`config.mk`:
```
export PLATFORM = sky130hd
export DESIGN_NAME = uart_rx
export DESIGN_NICKNAME = d
export VERILOG_FILES = /design/src/rtl/uart_rx.sv
export SDC_FILE = /design/constraint.sdc
export NUM_CORES = 1
export LEC_CHECK = 0
export CAP_MARGIN = 15
export CORE_MARGIN = 2
export CORE_UTILIZATION = 40
export DETAILED_ROUTE_END_ITERATION = 7
export PLACE_DENSITY = 0.7
export SLEW_MARGIN = 10
export SYNTH_ARGS = -nofsm -noshare
export SYNTH_HDL_FRONTEND = slang
export SYNTH_SLANG_ARGS = --single-unit
export TNS_END_PERCENT = 30
```
`constraint.sdc`:
```
create_clock -name clk -period 2.6 [get_ports clk]
set_input_delay 0.52 -clock clk [delete_from_list [all_inputs] [get_ports clk]]
set_output_delay 0.52 -clock clk [all_outputs]
set_load 0.01 [all_outputs]
```
`src/rtl/uart_rx.sv`:
```
// rtl/uart_rx.sv - oversampled UART receiver: 2-flop rx synchronizer, 4-state FSM, registered done/error pulses
module uart_rx #(
    parameter int NBIT_DATA_LEN = 8,
    parameter int NUM_TICKS     = 16
) (
    input  logic                     clk,
    input  logic                     reset,
    input  logic                     s_tick,
    input  logic                     rx,
    output logic                     rx_done_tick,
    output logic [NBIT_DATA_LEN-1:0] data_out,
    output logic                     frame_error
);

    localparam int TW = $clog2(NUM_TICKS);
    localparam int BW = (NBIT_DATA_LEN > 1) ? $clog2(NBIT_DATA_LEN) : 1;

    localparam logic [TW-1:0] TICK_MID  = TW'(NUM_TICKS / 2 - 1);
    localparam logic [TW-1:0] TICK_LAST = TW'(NUM_TICKS - 1);
    localparam logic [BW-1:0] BIT_LAST  = BW'(NBIT_DATA_LEN - 1);

    typedef enum logic [1:0] {
        IDLE,
        START,
        DATA,
        STOP
    } state_t;

    state_t                   state, state_n;
    logic [TW-1:0]            tick_cnt, tick_cnt_n;
    logic [BW-1:0]            bit_idx, bit_idx_n;
    logic [NBIT_DATA_LEN-1:0] shreg, shreg_n;
    logic [NBIT_DATA_LEN-1:0] data_out_n;
    logic                     rx_done_n, frame_error_n;
    logic                     rx_meta, rx_sync;

    // Synchronizer resets high so an idle line never looks like a start edge.
    always_ff @(posedge clk or negedge reset) begin
        if (!reset) begin
            rx_meta <= 1'b1;
            rx_sync <= 1'b1;
        end else begin
            rx_meta <= rx;
            rx_sync <= rx_meta;
        end
    end

    always_ff @(posedge clk or negedge reset) begin
        if (!reset) begin
            state        <= IDLE;
            tick_cnt     <= '0;
            bit_idx      <= '0;
            shreg        <= '0;
            data_out     <= '0;
            rx_done_tick <= 1'b0;
            frame_error  <= 1'b0;
        end else begin
            state        <= state_n;
            tick_cnt     <= tick_cnt_n;
            bit_idx      <= bit_idx_n;
            shreg        <= shreg_n;
            data_out     <= data_out_n;
            rx_done_tick <= rx_done_n;
            frame_error  <= frame_error_n;
        end
    end

    always_comb begin
        state_n       = state;
        tick_cnt_n    = tick_cnt;
        bit_idx_n     = bit_idx;
        shreg_n       = shreg;
        data_out_n    = data_out;
        rx_done_n     = 1'b0;
        frame_error_n = 1'b0;

        case (state)
            IDLE: begin
                if (!rx_sync) begin
                    state_n    = START;
                    tick_cnt_n = '0;
                end
            end
            // Mid-start-bit check rejects glitches shorter than half a bit.
            START: begin
                if (s_tick) begin
                    if (tick_cnt == TICK_MID) begin
                        if (!rx_sync) begin
                            state_n    = DATA;
                            tick_cnt_n = '0;
                            bit_idx_n  = '0;
                        end else begin
                            state_n = IDLE;
                        end
                    end else begin
                        tick_cnt_n = tick_cnt + TW'(1);
                    end
                end
            end
            DATA: begin
                if (s_tick) begin
                    if (tick_cnt == TICK_LAST) begin
                        shreg_n    = {rx_sync, shreg[NBIT_DATA_LEN-1:1]};
                        tick_cnt_n = '0;
                        if (bit_idx == BIT_LAST) begin
                            state_n = STOP;
                        end else begin
                            bit_idx_n = bit_idx + BW'(1);
                        end
                    end else begin
                        tick_cnt_n = tick_cnt + TW'(1);
                    end
                end
            end
            STOP: begin
                if (s_tick) begin
                    if (tick_cnt == TICK_LAST) begin
                        state_n = IDLE;
                        if (rx_sync) begin
                            data_out_n = shreg;
                            rx_done_n  = 1'b1;
                        end else begin
                            frame_error_n = 1'b1;
                        end
                    end else begin
                        tick_cnt_n = tick_cnt + TW'(1);
                    end
                end
            end
            default: state_n = IDLE;
        endcase
    end

endmodule

```
* Word level (Yosys, flattened, before mapping) *
Cells that the tools add are included.

operators by class
  add/sub/neg operators = 2
  eq/ne operators = 17
  multiplexer cells = 33
  reduce and logical (&&, ||, !) cells = 7

operator list
  cell                                            count
  two-way mux 4 bit                               7
  != test 2 bit (second input constant)           11
  two-way mux 2 bit                               9
  two-way mux 3 bit                               6
  one-hot mux 4 bit (4 select lines)              1
  two-way mux 1 bit                               8
  one-hot mux 2 bit (4 select lines)              1
  AND reduction 4 bit                             2
  AND reduction 8 bit                             1
  AND reduction 7 bit                             1
  one-hot mux 3 bit (2 select lines)              1
  adder 4 x 1 -> 4 bit (second input constant)    1
  == test 2 bit (second input constant)           2
  == test 4 x 3 -> 1 bit (second input constant)  1
  == test 4 bit (second input constant)           1
  adder 3 x 1 -> 3 bit (second input constant)    1
  == test 3 bit (second input constant)           1
  AND reduction 3 bit                             1
  == test 2 x 1 -> 1 bit (second input constant)  1
  zero test 2 bit                                 1
  nonzero test 2 bit                              1

word-level totals
  flip-flop bits (word level) = 29

* Depth between registers and ports, before layout *
Gate-level depths: netlist (run 1).

  depth in word-level cells = 5
  depth in mapped cells = 6
  depth with buffers taken out = 6

* Least setup slack after synthesis (run 1) *
Ideal clock, no wire load.

  path kind = flip-flop to flip-flop
  start point = reg bit_idx[0]
  end point = reg bit_idx[0]
  setup time = 0.124 ns
  data arrival time = 1.815 ns
  data required time = 2.476 ns
  setup slack = 0.662 ns
  stages on the path, launching flop included = 7
  path buffers = 1
  clock period less this slack = 1.938 ns
  path through = dfrtp_1 > ha_1 > ha_1 > or4b_1 > buf_2 > and3_1 > a211o_1

on the way
  longest elaborated chain between the ends = 5
  elaborated cells on any way between the ends = 8
  those cells by class = 1 x add/sub; 2 x eq/ne; 4 x mux; 1 x reduce/logical

RTL lines
  item                                RTL line  source
  start: declaration                  31        logic [BW-1:0] bit_idx, bit_idx_n;
  start signal: assignment            60        bit_idx <= bit_idx_n;
  adder 3 x 1 -> 3 bit                108       bit_idx_n = bit_idx + BW'(1);
  two-way mux 3 bit                   105       if (bit_idx == BIT_LAST) begin
  two-way mux 3 bit                   102       if (tick_cnt == TICK_LAST) begin
  two-way mux 3 bit                   101       if (s_tick) begin
  one-hot mux 3 bit (2 select lines)  77        case (state)

Parallel ways exist; a longest one is shown, timed or not. The select of a mux whose other input is x is not followed.
A chain may end at the register's enable or synchronous reset.

* Final worst setup path (run 1) *
  start point = in s_tick
  end point = reg bit_idx[0]

on the way
  longest elaborated chain between the ends = 2
  elaborated cells on any way between the ends = 3
  those cells by class = 2 x eq/ne; 1 x reduce/logical

RTL lines
  item                             RTL line  source
  start: declaration               8         input logic s_tick,
  != test 2 bit (no line)          -
  AND reduction 7 bit (no line) *  -

Every way passes the cells marked *; elsewhere a longest branch is shown, timed or not.

==> flow_summary.json, run 1 <==
{
  "status": "completed",
  "wire_per_inst_um": 13.4,
  "cp_cell_sequence": "clkdlybuf4s50_1 -> nand3_2 -> or4b_1 -> and3_1 -> a211o_1",
  "synthCells": 106,
  "path_class": "in2reg",
  "place_congestion": 0.799,
  "critPathBufInv": 1,
  "area_growth_pct": 17.9,
  "p_seq_share_pct": 54.5,
  "avgViaCountPerCell": 5.10,
  "cts_tree": "yes",
  "tightest_slew_ns": 0.385,
  "clock.fmax_mhz": 483,
  "min_period_over_period_pct": 79.7,
  "cts.sinks": 29,
  "dp_hpwl_um": 1580,
  "ir_worst_vdd_v": 0.000312,
  "ys_seq_area_share_pct": 56.0,
  "chipWidth_um": 61.0,
  "slew_violations": 0,
  "setup_viol": 0,
  "ioPinCount": 14,
  "cp.required_ns": 2.82,
  "dieArea_um2": 3720,
  "cts_htree_levels": 2,
  "relSlewSlack_pct": 74.2,
  "crit_family": "simple AND/OR/NAND/NOR gates",
  "grt_pass1_vias": 863,
  "drcViolationCount": 0,
  "slowest_delay_ns": 0.58,
  "rsz0062_at_grt": "no",
  "cts_resized": 0,
  "p_int_w": 0.000727,
  "cp_slowest_cell": "or4b_1",
  "avgSynthCellArea_um2": 12.3,
  "hold_buffers": 0,
  "arrival_ns": 2.30,
  "p_leak_nw": 0.745,
  "grt_use_total_pct": 14.4,
  "power_frac_comb_pct": 22.1,
  "reg2reg_slack_ns": 0.59,
  "startpoint": "s_tick",
  "synth_warnings": 0,
  "ys_types": 31,
  "coreArea_um2": 3080,
  "power_switching_w": 0.000367,
  "cts_buffers": 5,
  "antenna_found_initial": 0,
  "setup.worst_path.end": "bit_idx[0]",
  "rr_worst_depth": 5,
  "end_kind": "register",
  "start_kind": "input pin",
  "cp.depth": 5,
  "period_minus_slack_ns": 2.07,
  "rows": 20,
  "vias": 862,
  "wirelength_um": 2270,
  "syn_nets": 113,
  "cts_setup_buffers": 0,
  "cap_violations": 0,
  "switching_share_pct": 33.6,
  "tns_ns": 0,
  "post-layout-total-power_w": 0.00109,
  "port-buffer-count": 13,
  "nets": 131,
  "initial_core_util_pct": 42.2,
  "crit_fanout": 6,
  "drt_iter0_drc": 59,
  "hold_path_class": "reg2reg",
  "n_fill_cell": 294,
  "globalRouteOverflowTotal": 0,
  "grt_max_degree": 30,
  "clock_skew_ns": 0.0110,
  "yosys_register_bits": 29,
  "powerDensity_nw_per_um2": 714,
  "dr.pass1.iters": 4,
  "grt_pass1_wl_um": 3780,
  "clock_latency_ns": 0.33,
  "root_buffer": "clkbuf_4",
  "r2r-end": "bit_idx[0]",
  "hold_violations": 0,
  "r2r_start": "bit_idx[0]",
  "drive_gt1_share_pct": 24.0,
  "fin_hold_ws_ns": 0.363,
  "fp.dieH_um": 61.0,
  "clock_power_share_pct": 23.4,
  "ant_nets": 0,
  "timing.final.ws_setup_ns": 0.528,
  "clock_path_buffers": 2,
  "synthesis.area_um2": 1300,
  "path_clk_slew_ns": 0.09,
  "num_antenna_cells": 0,
  "dpl_worst_slack_ns": 0.186
}
==> cells by family (layout without fill, tap and decap cells) <==
kind of cell             Yosys count  count (layout)  synth area share [%]
AND/OR/NAND/NOR                   32              32                  13.7
flip-flops                        29              29                  56.0
multiplexers                      20              20                  16.9
AO/OA/AOI/OAI                     13              13                  7.60
buffers and inverters              9              28                  2.89
adder cells (fa/ha/maj)            3               3                  2.89
==> sequential cells by signal (all words and copies together), names as in the netlist, named ones only <==
name and cells:
data_out 8, shreg 8, tick_cnt 4, bit_idx 3, frame_error 1, rx_done_tick 1, rx_meta 1, rx_sync 1
state 1
==> power by group through the flow <==
stage | logic (W) | registers, W | clock network [W]
after floorplan | 0.000245 | 0.000542 | 0
after global placement | 0.000233 | 0.000599 | 0
after detailed placement | 0.000246 | 0.000605 | 0
after CTS | 0.000246 | 0.000596 | 0.000268
after global routing | 0.000274 | 0.000608 | 0.000291
final | 0.000241 | 0.000596 | 0.000256
==> how the worst min path moves through the flow <==
stage,startpoint,endpoint,slack (ns),depth (start not counted)
final,rx_meta,rx_sync,0.36,0
after CTS,rx_meta,rx_sync,0.37,0
after global placement,rx_meta,rx_sync,0.35,0
after global routing,rx_meta,rx_sync,0.37,0
after detailed placement,rx_meta,rx_sync,0.35,0
after floorplan,reset,async pin,0.22,0
==> metrics by stage <==
step | instances | cell area (µm²) | util, %
6_report | 169 | 1530 | 49.8
5_1_grt | 169 | 1530 | 49.8
4_1_cts | 169 | 1530 | 49.8
3_5_place_dp | 161 | 1480 | 48.1
3_3_place_gp | 161 | 1480 | 48.1
2_1_floorplan | 106 | 1300 | -
==> synth_stat cells, drive strengths merged <==
cell type	instances	area share, %
nand2	9	2.6
clkbuf	1	0.29
dfstp	2	4.0
or4bb	1	0.87
nor2b	3	1.4
o211ai	1	0.58
mux2	16	14
and3	1	0.48
or3	1	0.48
nor3	5	2.3
nand2b	1	0.48
dfrtp	27	52
o21ai	4	1.5
mux2i	4	3.1
nand3	3	1.5
a221o	2	1.5
a21o	1	0.58
or4b	1	0.77
ha	3	2.9
inv	5	1.4
o2111ai	1	0.67
a211o	2	1.3
o31a	1	0.67
or2	1	0.48
nand4	1	0.48
nor3b	1	0.58
buf	3	1.2
nor2	4	1.2
o2bb2ai	1	0.67
==> area by class of cell <==
type	instances	area [µm²]	area share (%)
inverter	5	18.8	1.22
sequential	29	728	47.5
timing repair buffer	15	145	9.47
clock inverter	2	10.0	0.653
clock buffer	6	41.3	2.69
tap	44	55.1	3.59
multi-input combinational	68	534	34.9
==> metal layers <==
metal  wire length, µm  vias to the layer above  global-route usage (%)
met3               102                        5                    4.41
met4                39                        0                    8.39
met5                 0                        -                       0
li1                  -                      413                       -
met1              1010                      423                    16.8
met2              1130                       21                    23.3
==> cells in the final DEF (no fill, tap or decap), drive strengths merged, types with 4 or more instances in the layout <==
cell	instances
clkdlybuf4s50	13
mux2i	4
clkbuf	6
nor2	4
inv	5
dfrtp	27
mux2	16
nor3	5
o21ai	4
nand2	9
Power figures use the tool's default switching activity.
==> inputs of run 2 (changes only) <==
--- a/config.mk
+++ b/config.mk
@@ -9,7 +9,7 @@
 export CORE_MARGIN = 2
 export CORE_UTILIZATION = 40
 export DETAILED_ROUTE_END_ITERATION = 7
-export PLACE_DENSITY = 0.7
+export PLACE_DENSITY = 0.72
 export SLEW_MARGIN = 10
 export SYNTH_ARGS = -nofsm -noshare
 export SYNTH_HDL_FRONTEND = slang
==> constraint.sdc (replaced) <==
create_clock -name clk -period 1.9 [get_ports clk]
set_input_delay 0.38 -clock clk [delete_from_list [all_inputs] [get_ports clk]]
set_output_delay 0.38 -clock clk [all_outputs]
set_load 0.01 [all_outputs]
==> run 2 against run 1 <==
- global-route usage rose by 0.63 points
- wire length grew 8.4%
- clock skew is 0.0013 ns higher
- first-iteration DRC count down 51%
- worst setup slack worse by 0.48 ns
- largest cell class unchanged
- largest power group unchanged
==> flow_summary.json, run 2 (synthesis gave the netlist of run 1 again) <==
{
  "status": "completed",
  "dpl_worst_slack_ns": -0.155,
  "initial_core_util_pct": 42.2,
  "hold_path_class": "reg2reg",
  "nets": 142,
  "antenna_found_initial": 0,
  "ir_worst_vdd_v": 0.000441,
  "drive_gt1_share_pct": 33.1,
  "slew_violations": 0,
  "post-layout-total-power_w": 0.00162,
  "crit_fanout": 3,
  "coreArea_um2": 3080,
  "rr_worst_depth": 5,
  "period_minus_slack_ns": 1.85,
  "rows": 20,
  "power_frac_comb_pct": 26.7,
  "clock_latency_ns": 0.32,
  "fin_util_pct": 53.6,
  "wirelength_um": 2460,
  "ioPinCount": 14,
  "hold_violations": 0,
  "whs_path_depth": 0,
  "final_common_cell": "dfrtp_1",
  "min_to": "rx_sync",
  "dp_hpwl_um": 1680,
  "min_period_over_period_pct": 97.6,
  "cp.required_ns": 2.11,
  "start_kind": "register",
  "timing.final.ws_setup_ns": 0.0460,
  "r2r_start": "bit_idx[1]",
  "fin_hold_ws_ns": 0.357,
  "placed_area_um2": 1550,
  "grt_use_total_pct": 15.0,
  "relSlewSlack_pct": 71.8,
  "holdCritStartpoint": "rx_meta",
  "mostFrequentLayoutCells": "dfrtp_1, mux2_2, clkdlybuf4s50_1, buf_4, nand2_1",
  "r2r-end": "bit_idx[0]",
  "p_seq_share_pct": 50.0,
  "clock_skew_ns": 0.0124,
  "path_clk_slew_ns": 0.09,
  "num_antenna_cells": 0,
  "port-buffer-count": 13,
  "cts.sinks": 29,
  "grt_max_degree": 30,
  "drcViolationCount": 0,
  "setup_viol": 0,
  "tightest_slew_ns": 0.420,
  "cts_htree_levels": 2,
  "cts_tree": "yes",
  "area_growth_pct": 26.9,
  "cts_buffers": 5,
  "vias": 935,
  "wire_per_inst_um": 13.7,
  "hold_buffers": 0,
  "clock_path_buffers": 2,
  "p_int_w": 0.00110,
  "switching_share_pct": 32.6,
  "avgViaCountPerCell": 5.19,
  "design_area_um2": 1650,
  "fp.dieH_um": 61.0,
  "powerDensity_nw_per_um2": 985,
  "rsz0062_at_grt": "no",
  "power_switching_w": 0.000530,
  "clock_power_share_pct": 23.4,
  "reg.largest.list": "data_out (8), shreg (8), tick_cnt (4)",
  "dr.pass1.iters": 4,
  "dieArea_um2": 3720,
  "drt_iter0_drc": 29,
  "p_leak_nw": 0.793,
  "n_fill_cell": 287,
  "path_class": "reg2reg",
  "chipWidth_um": 61.0,
  "place_congestion": 0.783,
  "clock.fmax_mhz": 539,
  "globalRouteOverflowTotal": 0,
  "grt_pass1_wl_um": 3940,
  "end_kind": "register",
  "root_buffer": "clkbuf_4",
  "reg2reg_slack_ns": 0.05,
  "grt_pass1_vias": 907,
  "arrival_ns": 2.06,
  "cap_violations": 0,
  "ant_nets": 0
}
run 2: changes by cell type in the layout (fill, tap and decap cells not counted), moves of 2 or more:
cell	before	now
buf_4	2	13
ha_2	0	2
ha_1	3	0
clkinv_2	2	0
run 2: area by class of cell:
type	count	area [µm²]	area share, %
clock buffer	8	58.8	3.57
multi-input combinational	68	561	34.0
tap	44	55.1	3.34
sequential	29	728	44.2
inverter	5	18.8	1.14
timing repair buffer	26	228	13.8
run 2: power groups by stage:
stage | Combinational [W] | Sequential, W | Clock, W
floorplan | 0.000335 | 0.000742 | 0
global placement | 0.000381 | 0.000796 | 0
detailed placement | 0.000406 | 0.000807 | 0
CTS | 0.000408 | 0.000796 | 0.000398
global route | 0.000477 | 0.000823 | 0.000423
finish | 0.000433 | 0.000812 | 0.000379
run 2: layer usage:
metal,wire (µm),global-route usage (%)
met1,1000,16.9
met5,0,0
met3,161,6.51
met2,1260,25.0
met4,42,6.21
run 2: critical path, stage by stage, from the launching register on:
cell	delay (ns)
dfrtp_1	0.41
ha_2	0.19
ha_2	0.17
or4b_4	0.53
and3_1	0.19
a211o_1	0.26
run 2: worst max path at each step:
stage	start	to	slack, ns	cells after the start
floorplan	bit_idx[0]	bit_idx[0]	0.007	6
global placement	s_tick	bit_idx[0]	-0.13	5
detailed placement	s_tick	bit_idx[0]	-0.15	5
CTS	bit_idx[0]	bit_idx[0]	0.02	5
global route	bit_idx[1]	bit_idx[0]	0.005	5
finish	bit_idx[1]	bit_idx[0]	0.05	5
run 2: what timing repair did:
action                     CTS  global route
setup endpoints to repair    0             4
hold endpoints to repair     0             0
buffers inserted             0             2
resized for setup            0             4
run 2: per-stage QoR:
stage / setup TNS (ns) / cells
after floorplan: 0 / 106
after global placement: -0.262 / 170
after detailed placement: -0.381 / 170
after CTS: 0 / 178
after global routing: 0 / 180
final: 0 / 180
==> inputs of run 3 (changes only) <==
--- a/config.mk
+++ b/config.mk
@@ -9,7 +9,7 @@
 export CORE_MARGIN = 2
 export CORE_UTILIZATION = 40
 export DETAILED_ROUTE_END_ITERATION = 7
-export PLACE_DENSITY = 0.72
+export PLACE_DENSITY_LB_ADDON = 0.08
 export SLEW_MARGIN = 10
 export SYNTH_ARGS = -nofsm -noshare
 export SYNTH_HDL_FRONTEND = slang
==> run 3 against run 2 <==
- worst hold slack better by 0.00054 ns
- wire length down 5.6%
- clock skew down 0.0028 ns
- sequential share of layout area up 0.89 points
- combinational power down 5.5%
- cell area down 2.0%
- critical endpoint unchanged
- global-route usage up 0.18 points
- power down 4.4%
- critical path depth unchanged
- sequential power down 1%
==> flow_summary.json, run 3 (synthesis gave the netlist of run 1 again) <==
{
  "status": "completed",
  "slew_violations": 0,
  "area_growth_pct": 24.4,
  "coreArea_um2": 3080,
  "power_switching_w": 0.000511,
  "mostFrequentLayoutCells": "dfrtp_1, mux2_2, clkdlybuf4s50_1",
  "cap_violations": 0,
  "r2r_start": "bit_idx[1]",
  "rows": 20,
  "tns_ns": 0,
  "dr.pass1.iters": 4,
  "startpoint": "bit_idx[1]",
  "clock.fmax_mhz": 543,
  "path_clk_slew_ns": 0.09,
  "cp_slowest_cell": "or4b_4",
  "drive_gt1_share_pct": 31.1,
  "holdCritStartpoint": "rx_meta",
  "design_area_um2": 1620,
  "dieArea_um2": 3720,
  "powerDensity_nw_per_um2": 960,
  "ioPinCount": 14,
  "nets": 141,
  "crit_fanout": 2,
  "cp_cell_sequence": "ha_2 -> ha_2 -> or4b_4 -> and3_1 -> a211o_1",
  "cp.required_ns": 2.11,
  "avgViaCountPerCell": 5.11,
  "switching_share_pct": 32.9,
  "start_kind": "register",
  "min_period_over_period_pct": 97.0,
  "wire_per_inst_um": 13.0,
  "placed_cells": 170,
  "p_leak_nw": 0.780,
  "period_minus_slack_ns": 1.84,
  "grt_pass1_wl_um": 4000,
  "cts.sinks": 29,
  "end_kind": "register",
  "drcViolationCount": 0,
  "port-buffer-count": 13,
  "initial_core_util_pct": 42.2,
  "power_frac_comb_pct": 26.3,
  "slowest_delay_ns": 0.53,
  "grt_max_degree": 30,
  "final_common_cell": "dfrtp_1",
  "reg.largest.list": "data_out (8), shreg (8), tick_cnt (4)",
  "placed_area_um2": 1550,
  "critPathBufInv": 0,
  "grt_use_total_pct": 15.2,
  "clock_path_buffers": 2,
  "fin_cells": 179,
  "vias": 914,
  "clock_power_share_pct": 22.0,
  "clock_latency_ns": 0.32,
  "relSlewSlack_pct": 75.9,
  "dp_hpwl_um": 1610,
  "tightest_slew_ns": 0.359,
  "hold_path_class": "reg2reg",
  "antenna_found_initial": 0,
  "arrival_ns": 2.05,
  "ant_nets": 0,
  "cts_buffers": 5,
  "path_class": "reg2reg",
  "chipWidth_um": 61.0,
  "root_buffer": "clkbuf_4",
  "clock_skew_ns": 0.00954,
  "cts_tree": "yes",
  "cts_htree_levels": 2,
  "setup_viol": 0,
  "p_seq_share_pct": 51.7,
  "crit_family": "simple AND/OR/NAND/NOR gates",
  "hold_buffers": 0,
  "grt_pass1_vias": 946,
  "num_antenna_cells": 0,
  "globalRouteOverflowTotal": 0,
  "fp.dieH_um": 61.0,
  "crit_top_cell": "ha_2",
  "fin_util_pct": 52.5,
  "wirelength_um": 2330,
  "hold_violations": 0,
  "ir_worst_vdd_v": 0.000452,
  "p_int_w": 0.00104,
  "place_congestion": 0.775,
  "drt_iter0_drc": 32
}
==> run 3: path summary, 6_finish.rpt <==
| kind | slack, ns | cells past startpoint | endpoint |
|---|---|---|---|
| max | 0.06 | 5 | bit_idx[0] |
| min | 0.36 | 0 | rx_sync |
| max reg2reg | 0.06 | 5 | bit_idx[0] |
| min reg2reg | 0.36 | 0 | rx_sync |
| max in group asynchronous | 1.15 | 2 | rx_sync |
| min in group asynchronous | 0.44 | 2 | shreg[0] |
==> run 3: power by group through the flow <==
stage | registers [W] | logic, W | clock network, W
5_1_grt | 0.000812 | 0.000456 | 0.000392
3_3_place_gp | 0.000804 | 0.000385 | 0
6_report | 0.000803 | 0.000409 | 0.000341
2_1_floorplan | 0.000742 | 0.000335 | 0
3_5_place_dp | 0.000811 | 0.000403 | 0
4_1_cts | 0.000798 | 0.000405 | 0.000362
==> run 3: timing repair <==
action / in CTS / in global routing
buffers inserted: 0 / 1
endpoints found under the setup margin: 0 / 3
resized for setup: 0 / 2
endpoints found under the hold margin: 0 / 0
==> run 3: area by class of cell <==
type / instances / area [µm²]
Tap cell: 44 / 55.1
Inverter: 5 / 18.8
Timing Repair Buffer: 25 / 220
Clock buffer: 8 / 48.8
Fill cell: 293 / 1460
Multi-Input combinational cell: 68 / 546
Sequential cell: 29 / 728
==> run 3: metrics by stage <==
step,hold slack (ns),power [W],setup slack [ns]
floorplan,0.0844,0.00108,0.00675
global placement,0.348,0.00119,-0.131
detailed placement,0.347,0.00121,-0.169
CTS,0.359,0.00156,0.0220
global route,0.363,0.00166,-0.00437
finish,0.358,0.00155,0.0579
==> run 3: metal layers <==
metal	routed length (µm)	track usage [%]
met1	1020	17.4
met5	0	0
met2	1180	23.7
met3	92	6.72
met4	27	8.70
